**config.mk**
```make
export PLATFORM = sky130hd
export DESIGN_NAME = csel_multiword_seq
export DESIGN_NICKNAME = d
export VERILOG_FILES = /design/src/rtl/csel_multiword_seq.sv
export SDC_FILE = /design/constraint.sdc
export NUM_CORES = 1
export LEC_CHECK = 0
export CORE_ASPECT_RATIO = 1.5
export CORE_UTILIZATION = 48
export DETAILED_ROUTE_END_ITERATION = 8
export PLACE_DENSITY = 0.89
export SLEW_MARGIN = 20
export SYNTH_ARGS = -nofsm -noshare
export SYNTH_HDL_FRONTEND = slang
export SYNTH_SLANG_ARGS = --single-unit
```
**constraint.sdc**
```tcl
create_clock -name clk -period 2.15 [get_ports clk]
set_input_delay 0.5375 -clock clk [delete_from_list [all_inputs] [get_ports clk]]
set_output_delay 0.5375 -clock clk [all_outputs]
set_load 0.05 [all_outputs]
```
**src/rtl/csel_multiword_seq.sv**
```systemverilog
// Multi-cycle WORDS*8-bit add/subtract sequencer driving one external 8-bit
// carry-select adder slice, least-significant byte first, one byte per clock.
module csel_multiword_seq #(
    parameter int WORDS = 4
) (
    input  logic                 clk,
    input  logic                 rst_n,
    input  logic                 start,
    input  logic                 sub,
    input  logic [8*WORDS-1:0]   a,
    input  logic [8*WORDS-1:0]   b,
    input  logic                 ci,
    output logic                 busy,
    output logic                 done,
    output logic [8*WORDS-1:0]   sum,
    output logic                 co,
    output logic [7:0]           slc_a,
    output logic [7:0]           slc_b,
    output logic                 slc_ci,
    output logic                 slc_c0,
    output logic                 slc_c1,
    input  logic [7:0]           slc_s,
    input  logic                 slc_co
);

    localparam int IDX_W = (WORDS > 1) ? $clog2(WORDS) : 1;
    localparam logic [IDX_W-1:0] LAST = IDX_W'(WORDS - 1);

    localparam logic [1:0] IDLE = 2'd0;
    localparam logic [1:0] RUN  = 2'd1;
    localparam logic [1:0] DONE = 2'd2;

    logic [1:0]             state;
    logic [IDX_W-1:0]       idx;
    logic [WORDS-1:0][7:0]  op_a;
    logic [WORDS-1:0][7:0]  op_b;
    logic [WORDS-1:0][7:0]  sum_r;
    logic                   carry;
    logic                   accept;

    // A request is taken only between operations, including the DONE cycle.
    assign accept = start && ((state == IDLE) || (state == DONE));

    always_ff @(posedge clk or negedge rst_n) begin
        if (!rst_n) begin
            state <= IDLE;
            idx   <= '0;
            op_a  <= '0;
            op_b  <= '0;
            sum_r <= '0;
            carry <= 1'b0;
            co    <= 1'b0;
        end else if (accept) begin
            state <= RUN;
            op_a  <= a;
            op_b  <= b ^ {(8*WORDS){sub}};
            carry <= sub | ci;
            idx   <= '0;
        end else if (state == RUN) begin
            sum_r[idx] <= slc_s;
            carry      <= slc_co;
            if (idx == LAST) begin
                co    <= slc_co;
                state <= DONE;
            end else begin
                idx <= idx + IDX_W'(1);
            end
        end else if (state == DONE) begin
            state <= IDLE;
        end
    end

    assign busy   = (state == RUN);
    assign done   = (state == DONE);
    assign sum    = sum_r;

    // Slice inputs are parked at zero whenever no byte is being processed.
    assign slc_a  = busy ? op_a[idx] : 8'h00;
    assign slc_b  = busy ? op_b[idx] : 8'h00;
    assign slc_ci = busy & carry;
    assign slc_c0 = 1'b0;
    assign slc_c1 = 1'b1;

endmodule

```
==> results of run 1 <==
[repair_timing]
| item | 4_1_cts | 5_1_grt |
|---|---|---|
| endpoints found under the setup margin | 16 | 16 |
| pin swaps | 0 | 4 |
| hold buffers | 0 | 0 |
| resized for setup | 11 | 18 |
| buffers inserted | 0 | 3 |
[kinds of logic after synthesis]
group	Yosys count	share of synthesized area [%]
AOI/OAI and AO/OA	56	6.70
other	2	0.160
muxes	67	15.2
DFF	102	54.4
buffers and inverters	32	4.03
adders and majority gates	7	1.87
xor gates and xnor gates	33	6.16
and+or+nand+nor	139	11.5
[area by class of cell]
class / instances / area share [%]
clock buffers: 12 / 3.54
well taps: 112 / 2.01
repair buffers: 146 / 25.0
multi-input cells: 304 / 32.4
inverters: 5 / 0.270
clock inverters: 2 / 0.144
flip-flops and latches: 102 / 36.7
[critical path, delay by kind of cell (launching register included)]
kind | cells | cell delay [ps]
mux | 1 | 330
compound gates | 1 | 130
buf+inv | 2 | 360
flops | 1 | 410
[cell usage in the layout, fill, tap and decap left out, types with 5 or more instances in the layout]
cell	netlist	layout
ha_1	7	6
buf_12	0	28
xnor2_1	33	33
buf_4	14	6
dfrtp_1	102	101
nand2_1	130	128
o21ai_1	6	6
mux2i_1	34	20
o21ai_0	29	29
clkbuf_16	0	9
o22ai_4	0	16
nand2_2	4	5
mux2i_2	0	14
mux2_2	33	33
clkdlybuf4s50_1	0	108
[power groups by stage]
| stage | registers, mW | clock network, mW | logic, mW |
|---|---|---|---|
| 3_3_place_gp | 3.34 | 0 | 6.89 |
| 2_1_floorplan | 4.43 | 0 | 3.54 |
| 4_1_cts | 3.42 | 1.47 | 7.26 |
| 3_5_place_dp | 3.43 | 0 | 7.09 |
| 6_report | 3.47 | 1.45 | 7.49 |
| 5_1_grt | 3.57 | 1.56 | 7.94 |
[sequential cells by signal, summed over array words and instances, names as in the netlist]
name   flops
co         1
idx        2
carry      1
sum       32
op_b      32
state      2
op_a      32
[worst max-delay path by stage]
stage	start	cells past startpoint	slack [ps]	to
final	idx[1]$_DFFE_PN0P_	4	20	slc_b[5]
after global routing	state[1]$_DFFE_PN0P_	6	-30	slc_a[4]
after floorplan	state[1]$_DFFE_PN0P_	6	30	slc_a[0]
after detailed placement	state[1]$_DFFE_PN0P_	6	160	slc_b[1]
after global placement	state[1]$_DFFE_PN0P_	6	200	slc_b[1]
after CTS	state[1]$_DFFE_PN0P_	6	-30	slc_b[1]
[per-layer routing]
metal  part of all wire (%)  up-vias  wire [µm]
met4                    3.1        0        362
li1                       -     1702          -
met1                     36     1778       4190
met2                     56      134       6540
met5                      0        -          0
met3                    5.2       28        610
[per-stage QoR]
stage | utilization (%) | total power [mW] | setup WS [ps] | area, µm² | setup TNS, ps
5_1_grt | 74.3 | 13.1 | -25.0 | 6960 | -263
3_3_place_gp | 69.9 | 10.2 | 202 | 6540 | 0
6_report | 74.3 | 12.4 | 22.1 | 6960 | 0
3_5_place_dp | 69.9 | 10.5 | 163 | 6540 | 0
4_1_cts | 73.1 | 12.1 | -28.0 | 6840 | -110
2_1_floorplan | - | 7.97 | 33.1 | 4910 | 0
==> results.yml, run 1 <==
status:
  outcome: "completed"
layout:
  fillers: 578
  drive_above_1_share_pct: 21.7
  syn_to_final_growth_pct: 48.4
  layout.nets: 653
  multiInputGateArea_mm2: 0.00225
  layout.cells.non_filler: 683
  n_antenna_cell: 0
  regArea_mm2: 0.00255
global_route:
  grt_max_degree: 44
  grt_pass1_vias: 3769
  grtUsageMet2_pct: 44.2
  grt_remaining_overflow: 0
  track_usage_pct: 24.2
  use_met1_pct: 25.8
  top_usage_layer: "met2"
  grt_pass1_wl_um: 18100
  use_met3_pct: 5.09
  antenna_found_initial: 0
synth:
  synthFlopType: "dfrtp_1"
  avgSynthCellArea_um2: 10.7
  synth_area_leaders: "dfrtp_1, nand2_1, mux2_2"
  synth-edff-count: 0
  yosys.area.top_type: "dfrtp_1"
  synth_top_area_share_pct: 54.4
  ys_seq_area_share_pct: 54.4
  ys_warn_count: 0
  synthCells: 438
  synthTopCellsByCount: "nand2_1, dfrtp_1, mux2i_1, mux2_2, xnor2_1"
  synth.most_common_cell: "nand2_1"
  ys_async_sr_fraction_pct: 100
  ys_seq_elements: 102
  synth_cell_types: 22
  syn_area_mm2: 0.00469
  synth_nets: 523
cts:
  cts_buffers: 9
  clkTransAtPathRegs_ps: 60
  htree_levels: 3
  cts-root-buf: "clkbuf_16"
  clkLatencyLatePin_ps: 340
  cts_num_sinks: 102
  cts_buffer_depth: 2
  cts_tree: "done"
sta:
  fmax_ghz: 0.470
  worst_pin_slew_ps: 763
  slew_viol_final: 0
  rsz0062_at_grt: "true"
  setup_viol: 0
  period_share_pct: 99.0
  hold-worst-slack_ps: 119
  hold_viol_final: 0
  max_slew_margin_pct: 48.9
  min_period_ps: 2130
  clock_skew_ps: 4.77
power_and_ir_drop:
  combPwrFrac_pct: 60.4
  pwr-share-seq_pct: 28.0
  p_sw_share_pct: 44.5
  p_clk_share_pct: 11.7
  p_int_mw: 6.88
  p_leak_nw: 2.96
  switchingPower_mw: 5.53
  powerDensity_mw_per_mm2: 1780
  peakVddDrop_v: 0.00142
critical_path:
  max_stage_delay_ps: 410
  cp_max_fo: 20
  start_kind: "flip-flop"
  slowest_stage: "dfrtp_2"
  worstSetupPathType: "flip-flop to output port"
  worstPathRequired_ps: 1610
  ff2ff_setup_slack_ps: 200
  critical_path.most_common_cell: "buf_12"
  regToRegEndpoint: "op_b[19]$_DFFE_PN0P_"
  r2r-start: "state[0]$_DFFE_PN0P_"
  reg2reg_depth: 5
  crit_path_cell_trace: "buf_12, mux2i_1, o22ai_4, buf_12"
  critPathArrivalTime_ps: 1590
  end_kind: "output port"
place:
  dp_hpwl_um: 8340
  dp.cells: 666
  port_buffers: 129
  place.gp.congestion: 0.798
route:
  wl_per_cell_um: 17.1
  firstDrtPassIters: 6
  viasPerCell: 5.33
  routed-via-count: 3642
  wirelength_um: 11700
  ant_nets: 0
  drc: 0
  drt_iter0_markers: 161
die:
  io_pins: 132
  coreArea_mm2: 0.00936
  start_util_pct: 50.1
  dieArea_mm2: 0.0102
  die-width_um: 82.7
  num_rows: 43
  die_h_um: 123
hold_path:
  hp-class: "input pin to asynchronous set/reset pin"
flow_run:
  max_cap_viol_count: 0
Note: power is estimated with default switching activity, not from simulation.
==> run 2: changes to the inputs <==
- ABC_CLOCK_PERIOD_IN_PS: unset -> 2150
- CTS_CLUSTER_DIAMETER: unset -> 40
==> results of run 2 <==
Same layout as run 1: the final DEF is identical, and so are final timing and power.
==> run 3: changes to the inputs <==
- SETUP_SLACK_MARGIN: unset -> 0.2
==> run 3 against run 2 <==
  * Fmax shrank 3.2%
  * Highest routed layer unchanged
  * Largest power group unchanged
  * Critical path type unchanged
  * Critical path depth grew 2
  * Global-route usage grew 1.3 points
  * The flow now finishes with violations (negative setup slack)
==> results.yml, run 3 (same netlist as run 1, synthesis figures left out) <==
status:
  outcome: "finished with violations"
  violations: "negative setup slack"
sta:
  setup_slack_ps: -49.2
  final.setup.tns_ps: -178
  hold_viol_final: 0
  setup_viol: 9
  fmax_ghz: 0.455
  min_period_ps: 2200
  slew_viol_final: 0
  period_share_pct: 102
  max_slew_margin_pct: 61.1
  clock_skew_ps: 4.06
  worst_pin_slew_ps: 586
  rsz0062_at_grt: "true"
route:
  ant_nets: 0
  firstDrtPassIters: 4
  routed-via-count: 3684
  viasPerCell: 5.32
  wl_per_cell_um: 17.4
  drc: 0
  wirelength_um: 12100
  drt_iter0_markers: 176
power_and_ir_drop:
  powerDensity_mw_per_mm2: 1780
  peakVddDrop_v: 0.00145
  p_leak_nw: 3.04
  finalPower_mw: 12.5
cts:
  cts_num_sinks: 102
  cts_buffer_depth: 2
  cts-root-buf: "clkbuf_16"
  clkLatencyLatePin_ps: 340
  ctsHoldBuffers: 0
  clkTransAtPathRegs_ps: 70
  cts_tree: "done"
  cts_buffers: 9
  htree_levels: 3
die:
  die-width_um: 82.7
  num_rows: 43
  dieArea_mm2: 0.0102
  die_h_um: 123
  io_pins: 132
  coreArea_mm2: 0.00936
  start_util_pct: 50.1
layout:
  layout.cells.non_filler: 693
  layout.nets: 661
  syn_to_final_growth_pct: 50.1
  fillers: 608
  fin_util_pct: 75.2
  drive_above_1_share_pct: 23.8
  layout_common_cells: "nand2_1, dfrtp_1, clkdlybuf4s50_1"
  mostFrequentLayoutCell: "nand2_1"
  n_antenna_cell: 0
  regArea_mm2: 0.00255
  multiInputGateArea_mm2: 0.00233
flow_run:
  max_cap_viol_count: 0
critical_path:
  worstSetupPathType: "flip-flop to output port"
  critical_path.most_common_cell: "buf_12"
  worstPathRequired_ps: 1610
  cp_max_fo: 8
  crit_path_cell_trace: "inv_2, ha_4, buf_12, nand2_8, o22ai_4, buf_12"
  critPathArrivalTime_ps: 1660
  slowest_stage: "dfrtp_1"
  max_stage_delay_ps: 400
  start_kind: "flip-flop"
  end_kind: "output port"
  ff2ff_setup_slack_ps: 380
place:
  dp.cells: 663
  dp_hpwl_um: 8130
  place.gp.congestion: 0.826
  port_buffers: 129
global_route:
  grt_remaining_overflow: 0
  antenna_found_initial: 0
  track_usage_pct: 25.6
  grt_pass1_vias: 3822
  grt_pass1_wl_um: 19000
  grt_max_degree: 67
hold_path:
  hp-class: "input pin to asynchronous set/reset pin"
[run 3: changes by cell type in the layout (fill, tap and decap cells not counted), sizes merged, moves of 2 or more]
cell / delta
nand2: +2
dlygate4sd2: +33
clkbuf: -2
clkinvlp: +4
buf: +6
clkdlybuf4s50: -33
[run 3: critical path, delay by kind of cell (launching register included)]
family,cells,cell delay [ps]
adders and majority gates,1,170
DFF,1,400
buffers and inverters,3,390
AOI/OAI and AO/OA,1,230
and+or+nand+nor,1,130
[run 3: per-layer routing]
layer | share of wire (%) | routed length (µm) | up-vias | global-route usage [%]
met2 | 54 | 6570 | 136 | 44.7
li1 | - | - | 1723 | -
met1 | 36 | 4350 | 1787 | 28.5
met5 | 0 | 0 | - | 0
met4 | 4.4 | 532 | 0 | 14.9
met3 | 5.0 | 608 | 38 | 4.28
[run 3: path summary, 6_finish.rpt]
kind                                       from  depth (start not counted)                    to
max                        state[1]$_DFFE_PN0P_                          6              slc_a[2]
min in group clk            op_a[0]$_DFFE_PN0P_                          2   op_a[0]$_DFFE_PN0P_
max in group asynchronous                 rst_n                          2  op_a[21]$_DFFE_PN0P_
max reg2reg                state[1]$_DFFE_PN0P_                          8     carry$_DFFE_PN0P_
min reg2reg                 op_a[0]$_DFFE_PN0P_                          2   op_a[0]$_DFFE_PN0P_
min                                       rst_n                          1    sum[2]$_DFFE_PN0P_
[run 3: area by class of cell]
cell class	count	share of cell area [%]
Inverter	5	0.320
Sequential cell	102	36.3
Tap cell	112	1.99
Timing Repair Buffer	152	24.1
Clock inverter	6	0.888
Clock buffer	10	3.25
Multi-Input combinational cell	306	33.1
[run 3: per-stage QoR]
stage	area [µm²]	setup WS, ps	hold slack, ps
final	7040	-49.2	106
after global routing	7040	-108	131
after CTS	6960	-46.7	114
after detailed placement	6510	259	461
after global placement	6510	308	457
after floorplan	4960	161	242
[run 3: power by group]
part           total [mW]  leakage [nW]  internal, mW  switching, mW
clock                1.59         0.134         0.898          0.692
sequential           3.47          1.24          2.88          0.587
combinational        7.48          1.67          3.06           4.43
total                12.5          3.04          6.84           5.71
[run 3: what timing repair did]
action	4_1_cts	5_1_grt
setup buffers	10	2
cloned	2	0
pin swaps	9	3
gates resized for setup	48	14
endpoints found under the setup margin	50	19
